`config.mk`:
```
export PLATFORM = sky130hd
export DESIGN_NAME = disp_mode_ctrl
export DESIGN_NICKNAME = d
export VERILOG_FILES = /design/src/rtl/disp_mode_ctrl.sv
export SDC_FILE = /design/constraint.sdc
export NUM_CORES = 1
export LEC_CHECK = 0
export ABC_AREA = 1
export CAP_MARGIN = 20
export CORE_ASPECT_RATIO = 0.6
export CORE_UTILIZATION = 47
export DETAILED_ROUTE_END_ITERATION = 7
export PLACE_DENSITY = 0.89
export SKIP_CTS_REPAIR_TIMING = 1
export SYNTH_ARGS = -nofsm -noshare
export SYNTH_HDL_FRONTEND = slang
export SYNTH_SLANG_ARGS = --single-unit
```
`constraint.sdc`:
```
create_clock -name clk -period 3.15 [get_ports clk]
set_clock_uncertainty 0.2 [all_clocks]
set_input_delay 0.315 -clock clk [delete_from_list [all_inputs] [get_ports clk]]
set_output_delay 0.315 -clock clk [all_outputs]
set_load 0.03 [all_outputs]
```
`src/rtl/disp_mode_ctrl.sv`:
```
// rtl/disp_mode_ctrl.sv - multi-source digit display selector with manual/auto scroll and alarm override
module disp_mode_ctrl #(
   parameter int NUM_DIGITS = 4,
   parameter int NUM_SRC    = 4,
   parameter int AUTO_SEC   = 5,
   parameter int ALARM_SRC  = NUM_SRC - 1
) (
   input  logic                            clk,
   input  logic                            rst,
   input  logic                            enb,
   input  logic [NUM_SRC*NUM_DIGITS*4-1:0] src_data,
   input  logic [NUM_SRC-1:0]              src_valid,
   input  logic                            mode_btn,
   input  logic                            auto_en,
   input  logic                            alarm_req,
   output logic [NUM_DIGITS*4-1:0]         led,
   output logic [2:0]                      cur_src,
   output logic                            alarm_ack
);

   localparam int DW = NUM_DIGITS * 4;

   typedef enum logic [1:0] {MANUAL, AUTO, ALARM} state_t;

   state_t     state, state_n, saved_state, saved_state_n;
   logic [2:0] cur_n, saved_src, saved_src_n, adv_src;
   logic [5:0] tick, tick_n;
   logic       blink_on, blink_n, ack_n;
   logic       sync1, sync2, sync3, alarm_prev;
   logic       press, alarm_rise, alarm_fall, cur_valid, adv;
   logic [3:0] idx;
   logic [7:0] valid8;
   logic [DW-1:0] sel_data;

   assign press      = sync2 & ~sync3;
   assign alarm_rise = alarm_req & ~alarm_prev;
   assign alarm_fall = ~alarm_req & alarm_prev;
   assign valid8     = 8'(src_valid);
   assign cur_valid  = valid8[cur_src];

   // Nearest valid source above cur_src, wrapping; the lowest offset wins
   always_comb begin
      adv_src = cur_src;
      idx     = '0;
      for (int i = NUM_SRC - 1; i >= 1; i--) begin
         idx = {1'b0, cur_src} + 4'(i);
         if (idx >= 4'(NUM_SRC)) idx = idx - 4'(NUM_SRC);
         if (valid8[idx[2:0]]) adv_src = idx[2:0];
      end
   end

   always_comb begin
      sel_data = '1;
      for (int s = 0; s < NUM_SRC; s++)
         if (cur_src == 3'(s)) sel_data = src_data[s*DW +: DW];
   end

   always_comb begin
      state_n       = state;
      cur_n         = cur_src;
      tick_n        = tick;
      blink_n       = blink_on;
      saved_state_n = saved_state;
      saved_src_n   = saved_src;
      ack_n         = 1'b0;
      adv           = 1'b0;
      case (state)
         MANUAL, AUTO: begin
            if (alarm_rise) begin
               saved_state_n = state;
               saved_src_n   = cur_src;
               state_n       = ALARM;
               cur_n         = 3'(ALARM_SRC);
               blink_n       = 1'b1;
            end else begin
               adv = press | ~cur_valid;
               if (state == MANUAL) begin
                  if (auto_en) begin
                     state_n = AUTO;
                     tick_n  = '0;
                  end
               end else if (!auto_en) begin
                  state_n = MANUAL;
               end else if (press) begin
                  tick_n = '0;
               end else if (enb) begin
                  if (tick == 6'(AUTO_SEC - 1)) begin
                     adv    = 1'b1;
                     tick_n = '0;
                  end else begin
                     tick_n = tick + 6'd1;
                  end
               end
               if (adv) cur_n = adv_src;
            end
         end
         ALARM: begin
            if (press) begin
               ack_n   = 1'b1;
               state_n = saved_state;
               cur_n   = saved_src;
            end else if (alarm_fall) begin
               state_n = saved_state;
               cur_n   = saved_src;
            end else if (enb) begin
               blink_n = ~blink_on;
            end
         end
         default: state_n = MANUAL;
      endcase
   end

   // alarm_prev resets high so a level already asserted out of reset is not taken as a rise
   always_ff @(posedge clk or posedge rst) begin
      if (rst) begin
         state       <= MANUAL;
         saved_state <= MANUAL;
         cur_src     <= '0;
         saved_src   <= '0;
         tick        <= '0;
         blink_on    <= 1'b1;
         alarm_ack   <= 1'b0;
         led         <= '1;
         sync1       <= 1'b0;
         sync2       <= 1'b0;
         sync3       <= 1'b0;
         alarm_prev  <= 1'b1;
      end else begin
         state       <= state_n;
         saved_state <= saved_state_n;
         cur_src     <= cur_n;
         saved_src   <= saved_src_n;
         tick        <= tick_n;
         blink_on    <= blink_n;
         alarm_ack   <= ack_n;
         led         <= (state == ALARM && !blink_on) ? '1 : sel_data;
         sync1       <= mode_btn;
         sync2       <= sync1;
         sync3       <= sync2;
         alarm_prev  <= alarm_req;
      end
   end

endmodule

```
==> impl_metrics.py, run 1 <==
metrics = {
    "clock_tree": {
        "htreeDepth": 2,
        "cts_root_buf": "clkbuf_8",
        "worstSkewPairLatency_ps": 290,
        "numCtsBuffers": 5,
        "clk_path_buf_depth": 2,
        "clkTransAtPathRegs_ps": 70,
        "cts_sinks": 38,
        "tritoncts": "done",
    },
    "placed_design": {
        "portBuffers": 93,
        "postPlaceCellArea_mm2": 0.00340,
        "place_hpwl_mm": 5.25,
        "gp_routability_congestion": 0.975,
        "place_inst": 485,
    },
    "timing": {
        "max_freq_mhz": 414,
        "fin_crit_ps": 2410,
        "fin_setup_tns_ps": 0,
        "rsz0062_at_grt": "false",
        "setup_violations": 0,
        "slew_violations": 0,
        "tightest_slew_ps": 843,
        "hold_violations": 0,
        "period_share_pct": 76.6,
        "slew_headroom_pct": 43.7,
    },
    "routing": {
        "first_pass_iters": 5,
        "vias": 2562,
        "drtIter0Drc": 120,
        "wl_per_cell_um": 13.6,
        "drc": 0,
        "wl_mm": 6.71,
        "viasPerCell": 5.20,
        "antenna_left": 0,
    },
    "setup_path": {
        "cp_max_fo": 18,
        "end_kind": "flip-flop",
        "crit_path_start_kind": "flip-flop",
        "critPathKind": "reg -> reg",
        "crit_required_ps": 3150,
        "cp.arrival_ps": 2410,
    },
    "finish": {
        "layoutNonFillerInstCount": 493,
        "multiInputGateArea_mm2": 0.00124,
        "drive_gt1_share_pct": 11.4,
        "area_delta_synth_final_pct": 45.7,
        "seq_area_um2": 973,
        "nNetsFinal": 511,
        "fillCellCount": 364,
        "n_antenna_cell": 0,
        "design_area_mm2": 0.00351,
    },
    "grt": {
        "grt_overflow": 0,
        "grt_max_degree": 39,
        "grt_pass1_wl_mm": 11.3,
        "grt_antenna_before_repair": 0,
        "grtUsageTotal_pct": 27.0,
        "first_global_vias": 2495,
    },
    "power": {
        "swShare_pct": 46.8,
        "vdd_drop_max_mv": 0.719,
        "cellPowerDensity_mw_per_mm2": 927,
        "pwr-share-comb_pct": 61.2,
        "p_leak_uw": 0.00167,
        "netSwitchingPower_uw": 1520,
        "clock_power_share_pct": 13.1,
        "pwr-share-seq_pct": 25.6,
        "internal_power_uw": 1730,
    },
    "yosys": {
        "synth_cell_types": 30,
        "yosysWarnings": 0,
        "synth.most_common_cell": "nand2_1",
        "synth_area_leaders": "dfrtp_1, dfstp_2, nand2_1, o21ai_0, inv_1",
        "syn-num-nets": 419,
        "synth_largest_area_cell": "dfrtp_1",
        "synth_area_mm2": 0.00241,
        "syn_area_per_cell_um2": 7.16,
        "ys_seq_elements": 38,
        "synth_flop_cell": "dfrtp_1",
        "synthCells": 337,
        "synth_edf_count": 0,
        "synthArstFlopShare_pct": 100,
        "synth_top_area_share_pct": 20.7,
        "netlist_top_cells_count": "nand2_1, inv_1, o21ai_0",
        "seq_area_frac_synth_pct": 40.4,
    },
    "hold_path": {
        "min_path_type": "reg -> reg",
    },
    "die": {
        "fp.coreArea_mm2": 0.00475,
        "rows": 19,
        "dieArea_mm2": 0.00543,
        "die_h_um": 57.5,
        "die_w_um": 94.5,
        "io_pins": 94,
        "start_util_pct": 50.7,
    },
    "flow_run": {
        "drv_cap": 0,
    },
    "status": {
        "outcome": "finished, final reports clean",
    },
}
## final timing paths
path / cells past startpoint / slack, ps / to / start
worst max register to register: 8 / 740 / led[0]$_DFF_PP1_ / cur_src[0]$_DFFE_PP0P_
min in group asynchronous: 3 / 230 / tick[2]$_DFFE_PP0P_ / rst
max in group asynchronous: 3 / 2160 / led[0]$_DFF_PP1_ / rst
worst min register to register: 0 / 160 / sync2$_DFF_PP0_ / sync1$_DFF_PP0_
worst min-delay path: 0 / 160 / sync2$_DFF_PP0_ / sync1$_DFF_PP0_
worst max-delay path: 8 / 740 / led[0]$_DFF_PP1_ / cur_src[0]$_DFFE_PP0P_
## kinds of logic after synthesis
| kind of cell | after synthesis | share of synthesized area [%] |
|---|---|---|
| compound gates | 71 | 16.6 |
| xor+xnor | 1 | 0.363 |
| fa+ha+maj | 8 | 4.15 |
| buf+inv | 52 | 8.40 |
| flops | 38 | 40.4 |
| simple gates | 167 | 30.1 |
## placed cells by master (no fill, tap or decap), drive strengths merged
cell type / instances
a21oi: 18
a22o: 1
a31oi: 1
buf: 3
bufinv: 1
clkbuf: 7
clkdlybuf4s50: 93
dfrtp: 20
dfstp: 18
ha: 8
inv: 41
nand2: 105
nand3: 22
nand4: 4
nor2: 33
nor3: 2
o211ai: 2
o21ai: 32
o22ai: 16
o311ai: 1
or2: 1
xor2: 1
## critical path, stage by stage (launching register included)
cell     delay, ps
dfrtp_1        520
inv_2          180
ha_1           230
nand2_1        380
inv_1          360
nand2_1        130
nand2_1         60
o22ai_1        180
nand2_1         80
## registers in the layout, summed over array words and instances, names as in the netlist
| signal | flops |
|---|---|
| sync2 | 1 |
| cur_src | 3 |
| saved_src | 3 |
| blink_on | 1 |
| saved_state | 2 |
| state | 2 |
| sync3 | 1 |
| alarm_prev | 1 |
| sync1 | 1 |
| alarm_ack | 1 |
| led | 16 |
| tick | 6 |
## layer usage
| metal | GRT usage, % | vias to the layer above | wire length [µm] | part of all wire (%) |
|---|---|---|---|---|
| met4 | 5.84 | 0 | 79 | 1.2 |
| li1 | - | 1280 | - | - |
| met5 | 0 | - | 0 | 0 |
| met3 | 6.67 | 10 | 480 | 7.2 |
| met1 | 36.7 | 1163 | 3080 | 46 |
| met2 | 44.0 | 109 | 3070 | 46 |
## stage by stage
stage	setup slack, ps	hold slack [ps]	utilization [%]	power (µW)
floorplan	1030	119	-	2230
global placement	865	135	71.5	2740
detailed placement	768	140	71.5	2810
CTS	764	156	73.9	3260
global route	473	164	73.9	3530
finish	736	157	73.9	3260
## power groups by stage
stage          Clock [µW]  Combinational (µW)  Sequential (µW)
4_1_cts               439                1980              835
5_1_grt               459                2220              852
2_1_floorplan           0                1170             1060
3_5_place_dp            0                1980              839
6_report              428                1990              835
3_3_place_gp            0                1910              832
## cell type report
cell class	instances	area share [%]
clock inverters	1	0.854
multi-input cells	247	35.2
flip-flops and latches	38	27.7
well taps	63	2.24
repair buffers	96	27.1
inverters	41	4.45
clock buffers	7	2.46
No activity file was read; power rests on OpenSTA's default activity.
==> inputs of run 2 (changes only) <==
--- a/config.mk
+++ b/config.mk
@@ -8,9 +8,9 @@
 export ABC_AREA = 1
 export CAP_MARGIN = 20
 export CORE_ASPECT_RATIO = 0.6
-export CORE_UTILIZATION = 47
+export CORE_UTILIZATION = 44
 export DETAILED_ROUTE_END_ITERATION = 7
-export PLACE_DENSITY = 0.89
+export PLACE_DENSITY = 0.85
 export SKIP_CTS_REPAIR_TIMING = 1
 export SYNTH_ARGS = -nofsm -noshare
 export SYNTH_HDL_FRONTEND = slang
==> constraint.sdc (replaced) <==
create_clock -name clk -period 2.3 [get_ports clk]
set_clock_uncertainty 0.2 [all_clocks]
set_input_delay 0.23 -clock clk [delete_from_list [all_inputs] [get_ports clk]]
set_output_delay 0.23 -clock clk [all_outputs]
set_load 0.03 [all_outputs]
==> run 2 against run 1 <==
  * Utilization is 5.7 points lower
  * Setup slack worse by 520 ps
  * Power is 35% higher
  * Final area hardly changed
  * Combinational power is 38% higher
  * First-iteration DRC count is 7.5% higher
  * Register-to-register slack worse by 520 ps
  * Critical path type unchanged
  * Largest cell class unchanged
  * Largest power group unchanged
  * Highest routed layer unchanged
==> impl_metrics.py, run 2 (same netlist as run 1, synthesis figures left out) <==
metrics = {
    "status": {
        "outcome": "finished, final reports clean",
    },
    "finish": {
        "fillCellCount": 447,
        "final_util_pct": 68.2,
        "drive_gt1_share_pct": 12.7,
        "seq_area_um2": 976,
        "largest_reg_flops": 16,
        "reg_top3": "led x16, tick x6",
        "mostFrequentLayoutCells": "nand2_1, clkdlybuf4s50_1, inv_1",
        "nNetsFinal": 513,
        "area_delta_synth_final_pct": 45.8,
        "largest_register": "led",
        "layout_commonest_cell": "nand2_1",
        "n_antenna_cell": 0,
        "multiInputGateArea_mm2": 0.00124,
        "layoutNonFillerInstCount": 498,
    },
    "clock_tree": {
        "clkTransAtPathRegs_ps": 80,
        "cts_root_buf": "clkbuf_8",
        "tritoncts": "done",
        "numCtsBuffers": 5,
        "cts_sinks": 38,
        "htreeDepth": 2,
        "clk_path_buf_depth": 2,
        "worstSkewPairLatency_ps": 300,
    },
    "power": {
        "p_leak_uw": 0.00167,
        "vdd_drop_max_mv": 0.668,
        "cellPowerDensity_mw_per_mm2": 1250,
        "p_total_uw": 4380,
    },
    "grt": {
        "first_global_vias": 2514,
        "grt_max_degree": 39,
        "grt_antenna_before_repair": 0,
        "grt_pass1_wl_mm": 11.4,
        "grt_overflow": 0,
        "grtUsageTotal_pct": 25.0,
    },
    "die": {
        "fp.coreArea_mm2": 0.00515,
        "start_util_pct": 46.8,
        "die_w_um": 97.6,
        "dieArea_mm2": 0.00579,
        "die_h_um": 59.4,
        "io_pins": 94,
        "rows": 20,
    },
    "timing": {
        "tightest_slew_ps": 522,
        "fin_crit_ps": 2090,
        "max_freq_mhz": 479,
        "period_share_pct": 90.8,
        "slew_headroom_pct": 65.1,
        "hold_violations": 0,
        "setup_violations": 0,
        "fin_setup_tns_ps": 0,
        "slew_violations": 0,
        "setup_ws_ps": 212,
        "rsz0062_at_grt": "false",
    },
    "setup_path": {
        "crit_required_ps": 2330,
        "slowest_delay_ps": 450,
        "crit_slowest_cell": "dfrtp_2",
        "crit_path_start_kind": "flip-flop",
        "ff2ff_path_depth": 10,
        "cp.arrival_ps": 2120,
        "cp_max_fo": 8,
        "path_depth": 10,
        "crit_chain": "inv_1 > ha_1 > inv_1 > nand3_1 > nand3_2 > nand2_4 > nor2_4 > nor2_4 > nand3_1 > nand2_1",
        "critPathKind": "reg -> reg",
        "end_kind": "flip-flop",
        "path_buf_inv": 2,
        "crit_family": "simple AND/OR/NAND/NOR gates",
    },
    "routing": {
        "wl_per_cell_um": 13.3,
        "drtIter0Drc": 129,
        "antenna_left": 0,
        "drc": 0,
        "viasPerCell": 5.17,
        "vias": 2575,
        "first_pass_iters": 4,
        "wl_mm": 6.61,
    },
    "placed_design": {
        "gp_routability_congestion": 0.839,
        "post-place-ws_ps": 149,
        "portBuffers": 93,
        "place_inst": 490,
        "place_hpwl_mm": 5.16,
    },
    "flow_run": {
        "drv_cap": 0,
    },
    "hold_path": {
        "min_path_type": "in -> async",
    },
}
[run 2: cell count changes in the layout (fill, tap and decap cells not counted), sizes merged]
cell      change
clkinv        +1
buf           +2
clkinvlp      +1
clkbuf        -1
bufinv        -1
[run 2: worst paths after layout]
check | startpoint | end | slack, ps
setup / recovery | cur_src[1]$_DFFE_PP0P_ | cur_src[1]$_DFFE_PP0P_ | 210
hold / removal | rst | alarm_ack$_DFF_PP0_ | 140
setup reg to reg | cur_src[1]$_DFFE_PP0P_ | cur_src[1]$_DFFE_PP0P_ | 210
hold reg to reg | sync1$_DFF_PP0_ | sync2$_DFF_PP0_ | 160
max in group asynchronous | rst | led[0]$_DFF_PP1_ | 1400
min in group clk | sync1$_DFF_PP0_ | sync2$_DFF_PP0_ | 160
[run 2: layout make-up]
class | count | share of cell area, %
Tap cell | 66 | 2.35
Inverter | 41 | 4.45
Clock buffer | 6 | 2.35
Multi-Input combinational cell | 247 | 35.2
Sequential cell | 38 | 27.7
Clock inverter | 2 | 0.356
Timing Repair Buffer | 98 | 27.5
[run 2: through the flow]
step                area (µm²)  hold slack (ps)
floorplan                 2410             34.5
global placement          3420              133
detailed placement        3420              142
CTS                       3510              154
global route              3520              173
finish                    3520              142
[run 2: worst register-to-register path, stage by stage (launching register included)]
cell,delay [ps]
dfrtp_2,450
inv_1,160
ha_1,360
inv_1,90
nand3_1,130
nand3_2,150
nand2_4,120
nor2_4,40
nor2_4,140
nand3_1,100
nand2_1,70
[run 2: per-layer routing]
layer | GRT usage, % | share of wire [%]
met5 | 0 | 0
met4 | 6.72 | 1.0
met2 | 42.0 | 44
met3 | 6.60 | 7.3
met1 | 32.8 | 47
[run 2: power by group]
group	switching, µW	internal, µW	total, µW
registers	138	1010	1140
clock network	248	241	489
logic	1700	1040	2750
==> inputs of run 3 (changes only) <==
--- a/config.mk
+++ b/config.mk
@@ -10,6 +10,7 @@
 export CORE_ASPECT_RATIO = 0.6
 export CORE_UTILIZATION = 44
 export DETAILED_ROUTE_END_ITERATION = 7
+export GPL_ROUTABILITY_DRIVEN = 0
 export PLACE_DENSITY = 0.85
 export SKIP_CTS_REPAIR_TIMING = 1
 export SYNTH_ARGS = -nofsm -noshare
==> constraint.sdc (replaced) <==
create_clock -name clk -period 2.2 [get_ports clk]
set_clock_uncertainty 0.2 [all_clocks]
set_input_delay 0.22 -clock clk [delete_from_list [all_inputs] [get_ports clk]]
set_output_delay 0.22 -clock clk [all_outputs]
set_load 0.03 [all_outputs]
==> run 3 against run 2 <==
  * Utilization rose by 0.24 points
  * Critical path depth is 1 lower
  * Sequential share of layout area is 0.13 points lower
  * Register-to-register slack got worse by 30 ps
  * Hold slack lost 5.3 ps
  * Cell count is 0.60% higher
  * Power is 4.0% higher
  * Final area increased by 0.36%
  * Critical endpoint unchanged
  * Largest power group unchanged
==> impl_metrics.py, run 3 (same netlist as run 1, synthesis figures left out) <==
metrics = {
    "status": {
        "outcome": "finished, final reports clean",
    },
    "setup_path": {
        "end_kind": "flip-flop",
        "crit_path_start_kind": "flip-flop",
        "cp_max_fo": 10,
        "reg2reg_slack_ps": 180,
        "crit_required_ps": 2170,
        "critPathKind": "reg -> reg",
        "r2r-start": "cur_src[0]$_DFFE_PP0P_",
        "rr_endpoint": "cur_src[1]$_DFFE_PP0P_",
        "ff2ff_path_depth": 9,
        "cp.arrival_ps": 1990,
    },
    "clock_tree": {
        "worstSkewPairLatency_ps": 290,
        "clkTransAtPathRegs_ps": 80,
        "tritoncts": "done",
        "cts_sinks": 38,
        "numCtsBuffers": 5,
        "cts_root_buf": "clkbuf_8",
        "clk_path_buf_depth": 2,
        "htreeDepth": 2,
    },
    "die": {
        "fp.coreArea_mm2": 0.00515,
        "dieArea_mm2": 0.00579,
        "die_h_um": 59.4,
        "io_pins": 94,
        "die_w_um": 97.6,
        "start_util_pct": 46.8,
        "rows": 20,
    },
    "finish": {
        "largest_reg_flops": 16,
        "fillCellCount": 437,
        "layout_commonest_cell": "nand2_1",
        "n_antenna_cell": 0,
        "drive_gt1_share_pct": 13.1,
        "nNetsFinal": 516,
        "largest_register": "led",
        "area_delta_synth_final_pct": 46.3,
        "final_util_pct": 68.5,
        "mostFrequentLayoutCells": "nand2_1, clkdlybuf4s50_1, inv_1",
        "reg_top3": "led x16, tick x6",
    },
    "grt": {
        "grt_antenna_before_repair": 0,
        "grt_pass1_wl_mm": 11.2,
        "grtUsageTotal_pct": 24.5,
        "grt_overflow": 0,
        "first_global_vias": 2531,
        "grt_max_degree": 39,
    },
    "power": {
        "internal_power_uw": 2400,
        "vdd_drop_max_mv": 0.907,
        "pwr-share-seq_pct": 26.1,
        "netSwitchingPower_uw": 2150,
        "p_leak_uw": 0.00168,
        "cellPowerDensity_mw_per_mm2": 1290,
        "pwr-share-comb_pct": 63.7,
        "clock_power_share_pct": 10.2,
        "swShare_pct": 47.3,
    },
    "hold_path": {
        "min_path_type": "in -> async",
    },
    "routing": {
        "wl_mm": 6.50,
        "wl_per_cell_um": 13.0,
        "vias": 2598,
        "viasPerCell": 5.19,
        "drtIter0Drc": 140,
        "first_pass_iters": 5,
        "antenna_left": 0,
        "drc": 0,
    },
    "flow_run": {
        "drv_cap": 0,
    },
    "placed_design": {
        "portBuffers": 93,
        "place_hpwl_mm": 5.22,
    },
    "timing": {
        "hold_violations": 0,
        "slew_violations": 0,
        "max_freq_mhz": 496,
        "fin_crit_ps": 2020,
        "rsz0062_at_grt": "false",
        "slew_headroom_pct": 63.9,
        "period_share_pct": 91.7,
        "setup_violations": 0,
        "tightest_slew_ps": 540,
        "fin_setup_tns_ps": 0,
        "whs_ps": 137,
    },
}
[run 3: cell type report]
type	count	area [µm²]	area share (%)
Timing Repair Buffer	101	991	28.1
Clock inverter	2	13.8	0.390
Clock buffer	6	72.6	2.06
Sequential cell	38	975	27.6
Inverter	41	156	4.43
Tap cell	66	82.6	2.34
Multi-Input combinational cell	247	1240	35.1
[run 3: how the worst max path moves through the flow]
stage	startpoint	slack, ps	depth (start not counted)	endpoint
after CTS	cur_src[0]$_DFFE_PP0P_	100	9	cur_src[1]$_DFFE_PP0P_
after global routing	cur_src[0]$_DFFE_PP0P_	3	9	cur_src[1]$_DFFE_PP0P_
after detailed placement	cur_src[0]$_DFFE_PP0P_	120	9	cur_src[1]$_DFFE_PP0P_
after floorplan	cur_src[0]$_DFFE_PP0P_	80	9	cur_src[1]$_DFFE_PP0P_
after global placement	cur_src[0]$_DFFE_PP0P_	260	11	cur_src[0]$_DFFE_PP0P_
final	cur_src[0]$_DFFE_PP0P_	180	9	cur_src[1]$_DFFE_PP0P_
[run 3: layer usage]
layer / share of wire [%] / vias to the layer above / track usage, %
met5: 0 / - / 0
met1: 46 / 1176 / 31.7
met3: 8.6 / 17 / 6.25
li1: - / 1293 / -
met2: 44 / 112 / 40.8
met4: 2.0 / 0 / 8.61
[run 3: power by group through the flow]
stage	Clock (µW)	Sequential (µW)	Combinational (µW)
2_1_floorplan	0	1510	1680
3_3_place_gp	0	1180	2790
3_5_place_dp	0	1200	2890
4_1_cts	478	1190	2890
5_1_grt	516	1220	3250
6_report	466	1190	2900
[run 3: metrics by stage]
stage               setup slack [ps]  std cells  power, µW  cell area [µm²]
finish                           183        501       4560             3530
global route                    3.37        501       4990             3530
CTS                              104        501       4560             3530
detailed placement               121        493       4080             3440
global placement                 259        493       3980             3440
floorplan                       76.5        337       3190             2410
[run 3: worst max-delay path, stage by stage, from the launching register on]
cell	delay [ps]
dfrtp_2	480
ha_1	230
ha_1	270
nand4_1	180
nand3_2	180
nand2_4	80
nor2_4	110
nor2_4	60
nand3_1	60
nand2_1	50
==> RTL edit, RTL diff (flow settings as in run 2) <==
Remove the register `alarm_ack`: a continuous assignment takes its place, so the output `alarm_ack` follows one clock earlier.
--- a/src/rtl/disp_mode_ctrl.sv
+++ b/src/rtl/disp_mode_ctrl.sv
@@ -119,7 +119,6 @@
          saved_src   <= '0;
          tick        <= '0;
          blink_on    <= 1'b1;
-         alarm_ack   <= 1'b0;
          led         <= '1;
          sync1       <= 1'b0;
          sync2       <= 1'b0;
@@ -132,7 +131,6 @@
          saved_src   <= saved_src_n;
          tick        <= tick_n;
          blink_on    <= blink_n;
-         alarm_ack   <= ack_n;
          led         <= (state == ALARM && !blink_on) ? '1 : sel_data;
          sync1       <= mode_btn;
          sync2       <= sync1;
@@ -141,5 +139,7 @@
       end
    end
 
+   assign alarm_ack = ack_n;
+
 endmodule
 
Behaviour: not the same (a bounded check fails within 4 cycles, from zero or initial values and one cycle with rst high).
==> RTL edit against run 2 <==
  * Power is 3.6% higher
  * Cell area is 0.18% higher
  * Fmax is 2.2% lower
  * Synthesized area is 1.3% lower
  * First-iteration DRC count is 7.0% lower
  * Wire length is 1.3% higher
  * Global-route usage is 0.41 points higher
  * Sequential cell count is 1 lower
  * Worst setup slack worse by 0.048 ns
  * Via count is 4.2% lower
  * Critical endpoint is now cur_src[0]$_DFFE_PP0P_
==> RTL edit: results <==
[run_status]
status = completed

[power]
p_seq_mw = 1.10
intPower_mw = 2.466
pg_clk_mw = 0.691
leakagePower_nw = 1.662
max-vdd-ir-drop_uv = 871.4

[logic_synthesis]
syn_inst = 329
syn_nets = 411
async_flop_share = 1.000
synth_area_leaders = dfrtp_1 20%, dfstp_2 20%, nand2_1 16%
synth_common_cells = 102 x nand2_1, 31 x o21ai_0, 28 x nor2_1
seq_area_frac_synth = 0.3983
yosysWarnings = 0
synth_cell_types = 33

[layout]
multi_input_area_sq_um = 1241
drive_gt1_frac = 0.1368
fin_nets = 505
num-fill-cells = 442
layoutNonFillerInstCount = 490

[placed_design]
pre_cts_ws_ns = 0.1864
io_buffers = 93
dpl_cell_area_sq_um = 3381
gp_congestion = 0.9380
dp_cells = 482
dpl.hpwl_um = 5159

[detailed_routing]
via_count = 2466
initialDrtViolationCount = 120
wl_per_cell_um = 13.67
drtPass1Iterations = 5

[min_path]
timing.hold.worst.class = input pin to async pin

[worst_setup_path]
arrival_ns = 2.13
crit_start = cur_src[0]$_DFFE_PP0P_
slowest_stage = dfrtp_1
slowest_delay_ns = 0.53
worstPathMaxFanout = 10
r2r_cells = 11
crit_family = simple AND/OR/NAND/NOR gates

[global_route]
grt_max_degree = 38
grt_pass1_vias = 2302
grt_pass1_wl_um = 11080
track_usage = 0.2545

[cts]
clkTransAtPathRegs_ns = 0.08

[timing]
worst-slew-pin-transition_ns = 0.5940
[RTL edit: layer usage]
| layer | global-route usage | wire length (um) | up-vias |
|---|---|---|---|
| met5 | 0 | 0 | - |
| met4 | 0.1023 | 83 | 0 |
| met3 | 0.06368 | 496 | 9 |
| met2 | 0.3903 | 2948 | 91 |
| met1 | 0.3506 | 3170 | 1113 |
| li1 | - | - | 1253 |
[RTL edit: logic make-up (layout without fill, tap and decap cells)]
group	after synthesis	in the layout	share of synthesized area
and+or+nand+nor	164	164	0.3011
AOI/OAI and AO/OA	71	71	0.1734
buffers and inverters	48	143	0.08145
DFF	37	37	0.3983
adders and majority gates	8	8	0.04204
xor gates and xnor gates	1	1	0.003679
[RTL edit: stage by stage]
step	hold WS, ns	total power, mW
after CTS	0.1402	4.558
after global routing	0.1503	4.939
final	0.1416	4.538
after floorplan	0.03448	3.010
after global placement	0.1341	3.772
after detailed placement	0.1347	3.848
[RTL edit: path summary, 6_finish.rpt]
path	end	slack (ns)
worst max register to register	cur_src[0]$_DFFE_PP0P_	0.16
worst min-delay path	tick[3]$_DFFE_PP0P_	0.14
worst max-delay path	cur_src[0]$_DFFE_PP0P_	0.16
max in group asynchronous	led[2]$_DFF_PP1_	1.42
min in group clk	sync2$_DFF_PP0_	0.15
worst min register to register	sync2$_DFF_PP0_	0.15
[RTL edit: final cells by class]
class                           count  share of cell area
Clock buffer                        5             0.01953
Clock inverter                      3             0.01953
Inverter                           36             0.03835
Multi-Input combinational cell    244              0.3523
Sequential cell                    37              0.2692
Tap cell                           66             0.02344
Timing Repair Buffer               99              0.2777
[RTL edit: worst min-delay path: stages]
cell	delay, ns
clkdlybuf4s50_1	0.40
inv_1	0.05
buf_4	0.39
